<file path="src/rtl/csa_pkg.sv">
// csa_pkg: shared state encoding and default widths for the carry-save accumulator
package csa_pkg;
  typedef enum logic [1:0] {ACCUM, RESOLVE, HOLD} state_t;
  localparam int DEF_WIDTH = 16;
  localparam int DEF_ACC_WIDTH = 24;
  localparam int DEF_CNT_WIDTH = 8;
endpackage

</file>
<file path="src/rtl/csa_if.sv">
// csa_if: operand stream in, framed result out
interface csa_if #(
  parameter int WIDTH = csa_pkg::DEF_WIDTH,
  parameter int ACC_WIDTH = csa_pkg::DEF_ACC_WIDTH,
  parameter int CNT_WIDTH = csa_pkg::DEF_CNT_WIDTH
) ();
  logic in_valid;
  logic in_ready;
  logic [WIDTH-1:0] in_data;
  logic in_last;
  logic out_valid;
  logic out_ready;
  logic [ACC_WIDTH-1:0] out_sum;
  logic out_of;
  logic [CNT_WIDTH-1:0] out_count;
  modport master (
    output in_valid, in_data, in_last, out_ready,
    input in_ready, out_valid, out_sum, out_of, out_count
  );
  modport slave (
    input in_valid, in_data, in_last, out_ready,
    output in_ready, out_valid, out_sum, out_of, out_count
  );
endinterface

</file>
<file path="src/rtl/csa_accumulator_row.sv">
// csa_row: one 3:2 compression row, carries returned unshifted
module csa_row #(
  parameter int W = 8
) (
  input  logic [W-1:0] a,
  input  logic [W-1:0] b,
  input  logic [W-1:0] c,
  output logic [W-1:0] s,
  output logic [W-1:0] co
);
  for (genvar i = 0; i < W; i++) begin : g_fa
    full_adder u_fa (.a(a[i]), .b(b[i]), .c(c[i]), .s(s[i]), .co(co[i]));
  end
endmodule

</file>
<file path="src/rtl/full_adder.sv">
// full_adder: single-bit full adder cell
module full_adder (
  input  logic a,
  input  logic b,
  input  logic c,
  output logic s,
  output logic co
);
  assign s = a ^ b ^ c;
  assign co = (a & b) | (a & c) | (b & c);
endmodule

</file>
<file path="src/rtl/csa_accumulator.sv">
// csa_accumulator: carry-save multi-operand accumulator with a single resolving add per frame
module csa_accumulator
  import csa_pkg::*;
#(
  parameter int WIDTH = DEF_WIDTH,
  parameter int ACC_WIDTH = DEF_ACC_WIDTH,
  parameter int CNT_WIDTH = DEF_CNT_WIDTH
) (
  input logic clk,
  input logic rst,
  csa_if.slave bus
);
  state_t state;
  logic [ACC_WIDTH-1:0] sum_r, carry_r, row_s, row_co, ext, out_sum_r;
  logic [ACC_WIDTH:0] total;
  logic [CNT_WIDTH-1:0] cnt_r, out_count_r;
  logic sticky_of, out_of_r, in_ready_r, out_valid_r;
  assign ext = {{(ACC_WIDTH-WIDTH){1'b0}}, bus.in_data};
  csa_row #(.W(ACC_WIDTH)) u_row (.a(sum_r), .b(carry_r), .c(ext), .s(row_s), .co(row_co));
  assign total = {1'b0, sum_r} + {1'b0, carry_r};
  assign bus.in_ready = in_ready_r;
  assign bus.out_valid = out_valid_r;
  assign bus.out_sum = out_sum_r;
  assign bus.out_of = out_of_r;
  assign bus.out_count = out_count_r;
  always_ff @(posedge clk or posedge rst) begin
    if (rst) begin
      state <= ACCUM;
      sum_r <= '0;
      carry_r <= '0;
      sticky_of <= 1'b0;
      cnt_r <= '0;
      out_sum_r <= '0;
      out_of_r <= 1'b0;
      out_count_r <= '0;
      in_ready_r <= 1'b1;
      out_valid_r <= 1'b0;
    end else begin
      case (state)
        ACCUM: if (bus.in_valid) begin
          sum_r <= row_s;
          // carry weight moves up one bit; the top carry falls off and is only remembered as overflow
          carry_r <= {row_co[ACC_WIDTH-2:0], 1'b0};
          sticky_of <= sticky_of | row_co[ACC_WIDTH-1];
          cnt_r <= &cnt_r ? cnt_r : cnt_r + CNT_WIDTH'(1);
          if (bus.in_last) begin
            state <= RESOLVE;
            in_ready_r <= 1'b0;
          end
        end
        RESOLVE: begin
          out_sum_r <= total[ACC_WIDTH-1:0];
          out_of_r <= sticky_of | total[ACC_WIDTH];
          out_count_r <= cnt_r;
          out_valid_r <= 1'b1;
          state <= HOLD;
        end
        HOLD: if (bus.out_ready) begin
          sum_r <= '0;
          carry_r <= '0;
          sticky_of <= 1'b0;
          cnt_r <= '0;
          out_valid_r <= 1'b0;
          in_ready_r <= 1'b1;
          state <= ACCUM;
        end
        default: begin
          state <= ACCUM;
          in_ready_r <= 1'b1;
          out_valid_r <= 1'b0;
        end
      endcase
    end
  end
endmodule

</file>
<file path="src/flat_wrapper.sv">
// flat-port wrapper written by rule: the top's interface ports become plain ports
module csa_accumulator_flat import csa_pkg::*;
#(
  parameter int WIDTH = DEF_WIDTH,
  parameter int ACC_WIDTH = DEF_ACC_WIDTH,
  parameter int CNT_WIDTH = DEF_CNT_WIDTH
)
  (clk, rst, bus_in_valid, bus_in_data, bus_in_last, bus_out_ready, bus_in_ready, bus_out_valid, bus_out_sum, bus_out_of, bus_out_count);
  csa_if #(.WIDTH(WIDTH), .ACC_WIDTH(ACC_WIDTH), .CNT_WIDTH(CNT_WIDTH)) bus_i ();
  input logic clk;
  input logic rst;
  input wire logic [$bits(bus_i.in_valid)-1:0] bus_in_valid;
  input wire logic [$bits(bus_i.in_data)-1:0] bus_in_data;
  input wire logic [$bits(bus_i.in_last)-1:0] bus_in_last;
  input wire logic [$bits(bus_i.out_ready)-1:0] bus_out_ready;
  output wire logic [$bits(bus_i.in_ready)-1:0] bus_in_ready;
  output wire logic [$bits(bus_i.out_valid)-1:0] bus_out_valid;
  output wire logic [$bits(bus_i.out_sum)-1:0] bus_out_sum;
  output wire logic [$bits(bus_i.out_of)-1:0] bus_out_of;
  output wire logic [$bits(bus_i.out_count)-1:0] bus_out_count;
  assign bus_i.in_valid = bus_in_valid;
  assign bus_i.in_data = bus_in_data;
  assign bus_i.in_last = bus_in_last;
  assign bus_i.out_ready = bus_out_ready;
  assign bus_in_ready = bus_i.in_ready;
  assign bus_out_valid = bus_i.out_valid;
  assign bus_out_sum = bus_i.out_sum;
  assign bus_out_of = bus_i.out_of;
  assign bus_out_count = bus_i.out_count;
  csa_accumulator #(.WIDTH(WIDTH), .ACC_WIDTH(ACC_WIDTH), .CNT_WIDTH(CNT_WIDTH)) u_core (.clk(clk), .rst(rst), .bus(bus_i));
endmodule
</file>
<file path="config.mk">
export PLATFORM = sky130hd
export DESIGN_NAME = csa_accumulator_flat
export DESIGN_NICKNAME = d
export VERILOG_FILES = /design/src/rtl/csa_pkg.sv /design/src/rtl/csa_if.sv /design/src/rtl/csa_accumulator_row.sv /design/src/rtl/full_adder.sv /design/src/rtl/csa_accumulator.sv /design/src/flat_wrapper.sv
export SDC_FILE = /design/constraint.sdc
export NUM_CORES = 1
export LEC_CHECK = 0
export ABC_AREA = 1
export BUFFER_PORTS_ARGS = -buffer_cell sky130_fd_sc_hd__buf_4
export CAP_MARGIN = 20
export CORE_MARGIN = 3
export CORE_UTILIZATION = 45
export CTS_CLUSTER_SIZE = 28
export DETAILED_ROUTE_END_ITERATION = 8
export GPL_ROUTABILITY_DRIVEN = 0
export PLACE_DENSITY = 0.75
export SLEW_MARGIN = 20
export SYNTH_ARGS = -nofsm -noshare
export SYNTH_HDL_FRONTEND = slang
export SYNTH_SLANG_ARGS = --single-unit
</file>
<file path="constraint.sdc">
create_clock -name clk -period 5 [get_ports clk]
set_input_delay 0.25 -clock clk [delete_from_list [all_inputs] [get_ports clk]]
set_output_delay 0.25 -clock clk [all_outputs]
set_load 0.01 [all_outputs]
</file>
Yosys cells after proc, flatten, opt, wreduce, memory -nomap -nowiden:

Cells that the tools add are included.
Widths: inputs -> output; s select.

* memories: 0
* bits in latches: 0
* bits in registers: 94
* memory bits (writable): 0
* bits in read-only memories: 0
* output and inout bits: 35

* muxes and demuxes: 21
* shifts and indexed selects: 0
* div/mod/pow operators: 0
* reductions and logical operators: 8
* order comparisons: 0
* bitwise gates (word level): 132
* equality and inequality tests: 6
* multipliers: 0
* add/subtract/negate cells: 2

Operators with widths (count)
* $pmux 24 s2: 2
* $mux 24: 3
* $and 1x1->1: 56
* $xor 1x1->1: 40
* $or 1x1->1: 34
* $add 24x24->25: 1
* $mux 8: 3
* $pmux 8 s2: 1
* $add 8x1->8 const B: 1
* $ne 2x2->1 const B: 4
* $reduce_and 4->1: 2
* $reduce_and 8->1: 1
* $mux 2: 3
* $pmux 1 s3: 2
* $pmux 2 s3: 1
* $reduce_and 3->1: 2
* $mux 1: 5
* $eq 2x1->1 const B: 1
* $eq 2x2->1 const B: 1
* $logic_not 2->1: 1
* $not 1->1: 2
* $pmux 1 s2: 1
* $reduce_and 2->1: 1
* $reduce_bool 2->1: 1

Logic depth before layout (Yosys ltp):

* word-level depth: 5
* gate-level depth with buffers: 12
* depth with buffers taken out: 12

Modules after synthesis:

Synthesis repeated with hierarchy kept, for this count alone.

* cells, all modules: 760
* area, all modules: 5820.6 µm²

By module, submodules not included
* csa_accumulator: instances 1, cells each 736, area each 5340.1 µm²
* full_adder: instances 24, cells each 1, area each 20.0 µm²

Worst setup path before layout:

Ideal clock, no wire load.

* kind: register -> register
* start point: reg u_core.carry_r[1]
* end point: reg u_core.out_sum_r[11], in the netlist u_core.bus.out_sum[11]
* data arrival time: 1782 ps
* period minus slack after synthesis: 1900 ps
* data required time: 4883 ps
* buffers on the path: 0
* cell stages (with the launch flop): 10
* setup slack: 3100 ps
* cell sequence: dfrtp_1 ha_1 fa_1 nand3_1 inv_1 nand3_1 nand3_1 or2_2 nand3_1 nand2_1

* word-level cells in the longest chain between the ends: 1

Ends and longest elaborated chain
* from (decl): RTL line csa_accumulator.sv:14 `logic [ACC_WIDTH-1:0] sum_r, carry_r, row_s, row_co, ext, out_sum_r;`
* from (signal assigned): RTL line csa_accumulator.sv:43 `carry_r <= {row_co[ACC_WIDTH-2:0], 1'b0};`
* $add 24x24->25: RTL line csa_accumulator.sv:20 `assign total = {1'b0, sum_r} + {1'b0, carry_r};`
* to (signal assigned): RTL line csa_accumulator.sv:52 `out_sum_r <= total[ACC_WIDTH-1:0];`
* to (decl): RTL line csa_accumulator.sv:14

Every way passes these cells.
A chain may end at the register's enable or synchronous reset.

Worst setup path in the final report:

* start point: reg u_core.state[0]
* end point: reg u_core.cnt_r[3]

* word-level cells in the longest chain between the ends: 3
* elaborated cells between the ends (all ways): 8

Ends and longest elaborated chain
* from (decl): RTL line csa_accumulator.sv:13 `state_t state;`
* from (signal assigned): RTL line csa_accumulator.sv:28 `state <= ACCUM;`
* from (signal assigned): RTL line csa_accumulator.sv:47 `state <= RESOLVE;`
* from (signal assigned): RTL line csa_accumulator.sv:56 `state <= HOLD;`
* $eq 2x2->1 / $logic_not 2->1 (equally long branches): RTL line csa_accumulator.sv:39 `case (state)`
* $ne 2x2->1 (no source line) / $reduce_bool 2->1 (equally long branches)
* $reduce_and 4->1 (no source line)
* to (signal assigned): RTL line csa_accumulator.sv:45 `cnt_r <= &cnt_r ? cnt_r : cnt_r + CNT_WIDTH'(1);`
* to (decl): RTL line csa_accumulator.sv:16 `logic [CNT_WIDTH-1:0] cnt_r, out_count_r;`

Several ways; a longest one is shown, not always the timed one.

==> impl_metrics.tcl <==
set metrics [dict create \
    area_growth_syn_to_layout_pct 14.7 \
    htreeDepth 3 \
    cts_setup_buffers 0 \
    start_util_pct 46.4 \
    grt_overflow_total 0 \
    numPortBuffers 55 \
    skew_ns 0.00683 \
    drcViolationCount 0 \
    io_pins 56 \
    end_kind "register" \
    cts_buffers 9 \
    fin_ws_ns 2.62 \
    gr-max-usage-layer "met1" \
    grt_first_pass_wirelength_microns 21300 \
    vdd_ir_drop_max_uv 220 \
    cts_hold_buf 0 \
    synth_common_cells "243 x nand2_1, 118 x nand3_1, 92 x dfrtp_1" \
    dr.pass1.iters 5 \
    hold_ws_ns 0.00332 \
    drv_cap 0 \
    slowest_delay_ns 0.71 \
    die_area_sq_um 13800 \
    cts_buffer_depth 2 \
    yosysMostFrequentCell "nand2_1" \
    yosysWarnings 0 \
    synth.top_cell.area_share_pct 41.1 \
    gr-usage-met1_pct 28.5 \
    cp.required_ns 5.29 \
    avgViaCountPerCell 5.08 \
    fin_cells 953 \
    worstMarginPinSlew_ns 0.902 \
    fillers 1171 \
    netlist_area_sq_um 5600 \
    cpMaxStageDelayCell "nor2_4" \
    grt_start_max_net_pins 62 \
    place_hpwl_microns 9210 \
    final_util_pct 53.2 \
    synth_enable_flop_cells 0 \
    num_rows 40 \
    crit_path_start_kind "register" \
    ys_ff_latch 93 \
    pre_cts_slack_ns 2.64 \
    final.period_utilization_pct 47.5 \
    synth_flop_cell "dfrtp_1" \
    ys_async_sr_fraction_pct 100 \
    dp_cells 937 \
    pwr_density_cell_nw_per_um2 525 \
    final-hold-violation-count 0 \
    drtAntennaViolNets 0 \
    grt_antenna_before_repair 0 \
    clkTransAtPathRegs_ns 0.07 \
    drive_gt1_share_pct 11.3 \
    cts_tree "yes" \
    ctsResizeCount 0 \
    fin_crit_ns 2.38 \
    path_cells "nor2_4 > nand2_2 > buf_4 > nand2_2 > nand2_2 > inv_2 > nand2_1 > nand2_1 > nand2_1 > nor2_1" \
    grt_usage_pct 18.8 \
    fin_setup_tns_ns 0 \
    drt-initial-drc-count 386 \
    wl_microns 12500 \
    seqCellArea_sq_um 2330 \
    multi_input_area_sq_um 2830 \
    status "completed" \
    finalSetupViolCount 0 \
    cp.arrival_ns 2.67 \
    synth_area_leaders "dfrtp_1 41%, nand2_1 16%, nand3_1 11%, fa_1 5.7%, ha_1 5.6%" \
    grt_pass1_vias 4407 \
    clock-sinks 93 \
    ys_types 28 \
    diodes 0 \
    core_sq_um 12100 \
    syn_area_per_cell_sq_um 7.59 \
    cts_root_buf "clkbuf_16" \
    met2_usage_pct 26.9 \
    syn-num-nets 799 \
    vias 4837 \
    min_path_type "in -> async" \
    crit_path_max_fanout 61 \
    use_met3_pct 3.60 \
    wl_per_cell_microns 13.1 \
    nNetsFinal 842 \
    synth.largest_area_cell "dfrtp_1" \
    synthCells 737 \
    die_w_microns 118 \
    clock.fmax_mhz 421 \
    slew-limit-headroom_pct 39.7 \
    synth_seq_area_share_pct 41.6 \
    slew_violations 0 \
    rsz0062_at_grt "false" \
    critPathKind "reg -> reg" \
    p_leak_nw 3.51 \
    fp.dieH_microns 118 \
    clk_latency_ns 0.35 \
    rr_worst_depth 10 \
]
-- stage by stage --
| step | power (W) | cell area (sq um) |
|---|---|---|
| final | 0.00337 | 6420 |
| after global routing | 0.00367 | 6420 |
| after CTS | 0.00339 | 6420 |
| after detailed placement | 0.00269 | 6120 |
| after global placement | 0.00265 | 6120 |
| after floorplan | 0.00222 | 5600 |
-- final cells by class --
class                      instances  area share [%]
tap                              168            3.27
multi-input combinational        532            44.0
clock inverter                     7            1.13
timing repair buffer              57            6.67
clock buffer                       9            3.51
sequential                        93            36.3
inverter                          87            5.11
-- routing by layer --
metal / part of all wire [%] / wire (microns)
met3: 5.8 / 729
met5: 0 / 0
met4: 2.0 / 253
met2: 42 / 5210
met1: 50 / 6290
-- registers in the layout (all words and copies together) (netlist names) --
signal                cells
u_core.bus.in_ready       1
u_core.sticky_of          1
u_core.bus.out_of         1
u_core.bus.out_sum       24
u_core.cnt_r              8
u_core.bus.out_valid      1
u_core.carry_r           23
u_core.state              2
u_core.bus.out_count      8
u_core.sum_r             24
-- cells by family after synthesis --
group,Yosys count,synth area share (%)
buffers and inverters,112,7.85
adder cells (fa/ha/maj),41,11.3
AND/OR/NAND/NOR,430,33.1
AO/OA/AOI/OAI,52,4.70
XOR/XNOR,9,1.41
flip-flops,93,41.6
-- final timing paths --
path                       slack [ns]                   from                       to
max                              2.62        u_core.state[0]          u_core.cnt_r[3]
min                             0.003                    rst  u_core.bus.out_count[3]
max reg2reg                      2.62        u_core.state[0]          u_core.cnt_r[3]
min reg2reg                      0.47  u_core.bus.out_sum[2]    u_core.bus.out_sum[2]
max in group asynchronous        3.89                    rst       u_core.carry_r[21]
min in group clk                 0.09          bus_out_ready         u_core.sticky_of
-- placed cells by master (no fill, tap or decap), types with 6 or more instances in the layout --
cell,netlist,routed
clkbuf_16,0,9
nand3_1,118,118
a21oi_1,14,14
nand4_1,8,8
fa_1,16,16
ha_1,25,25
buf_4,0,57
o21ai_0,32,32
nand3b_1,6,6
dfrtp_1,92,92
nor3_1,6,6
nor2_1,38,38
nand2_1,243,243
xnor2_1,7,7
inv_1,83,82
-- where the power goes --
| group | switching [W] | internal (W) |
|---|---|---|
| Combinational | 0.000892 | 0.000578 |
| Clock | 0.000306 | 0.000389 |
| Sequential | 0.000209 | 0.000999 |
| Total | 0.00141 | 0.00197 |
-- worst max-delay path, delay by kind of cell (launching register included) --
| kind | cells | cell delay, ns |
|---|---|---|
| AND/OR/NAND/NOR | 8 | 1.36 |
| buffers and inverters | 2 | 0.48 |
| flip-flops | 1 | 0.45 |
Note: power is estimated with default switching activity, not from simulation.
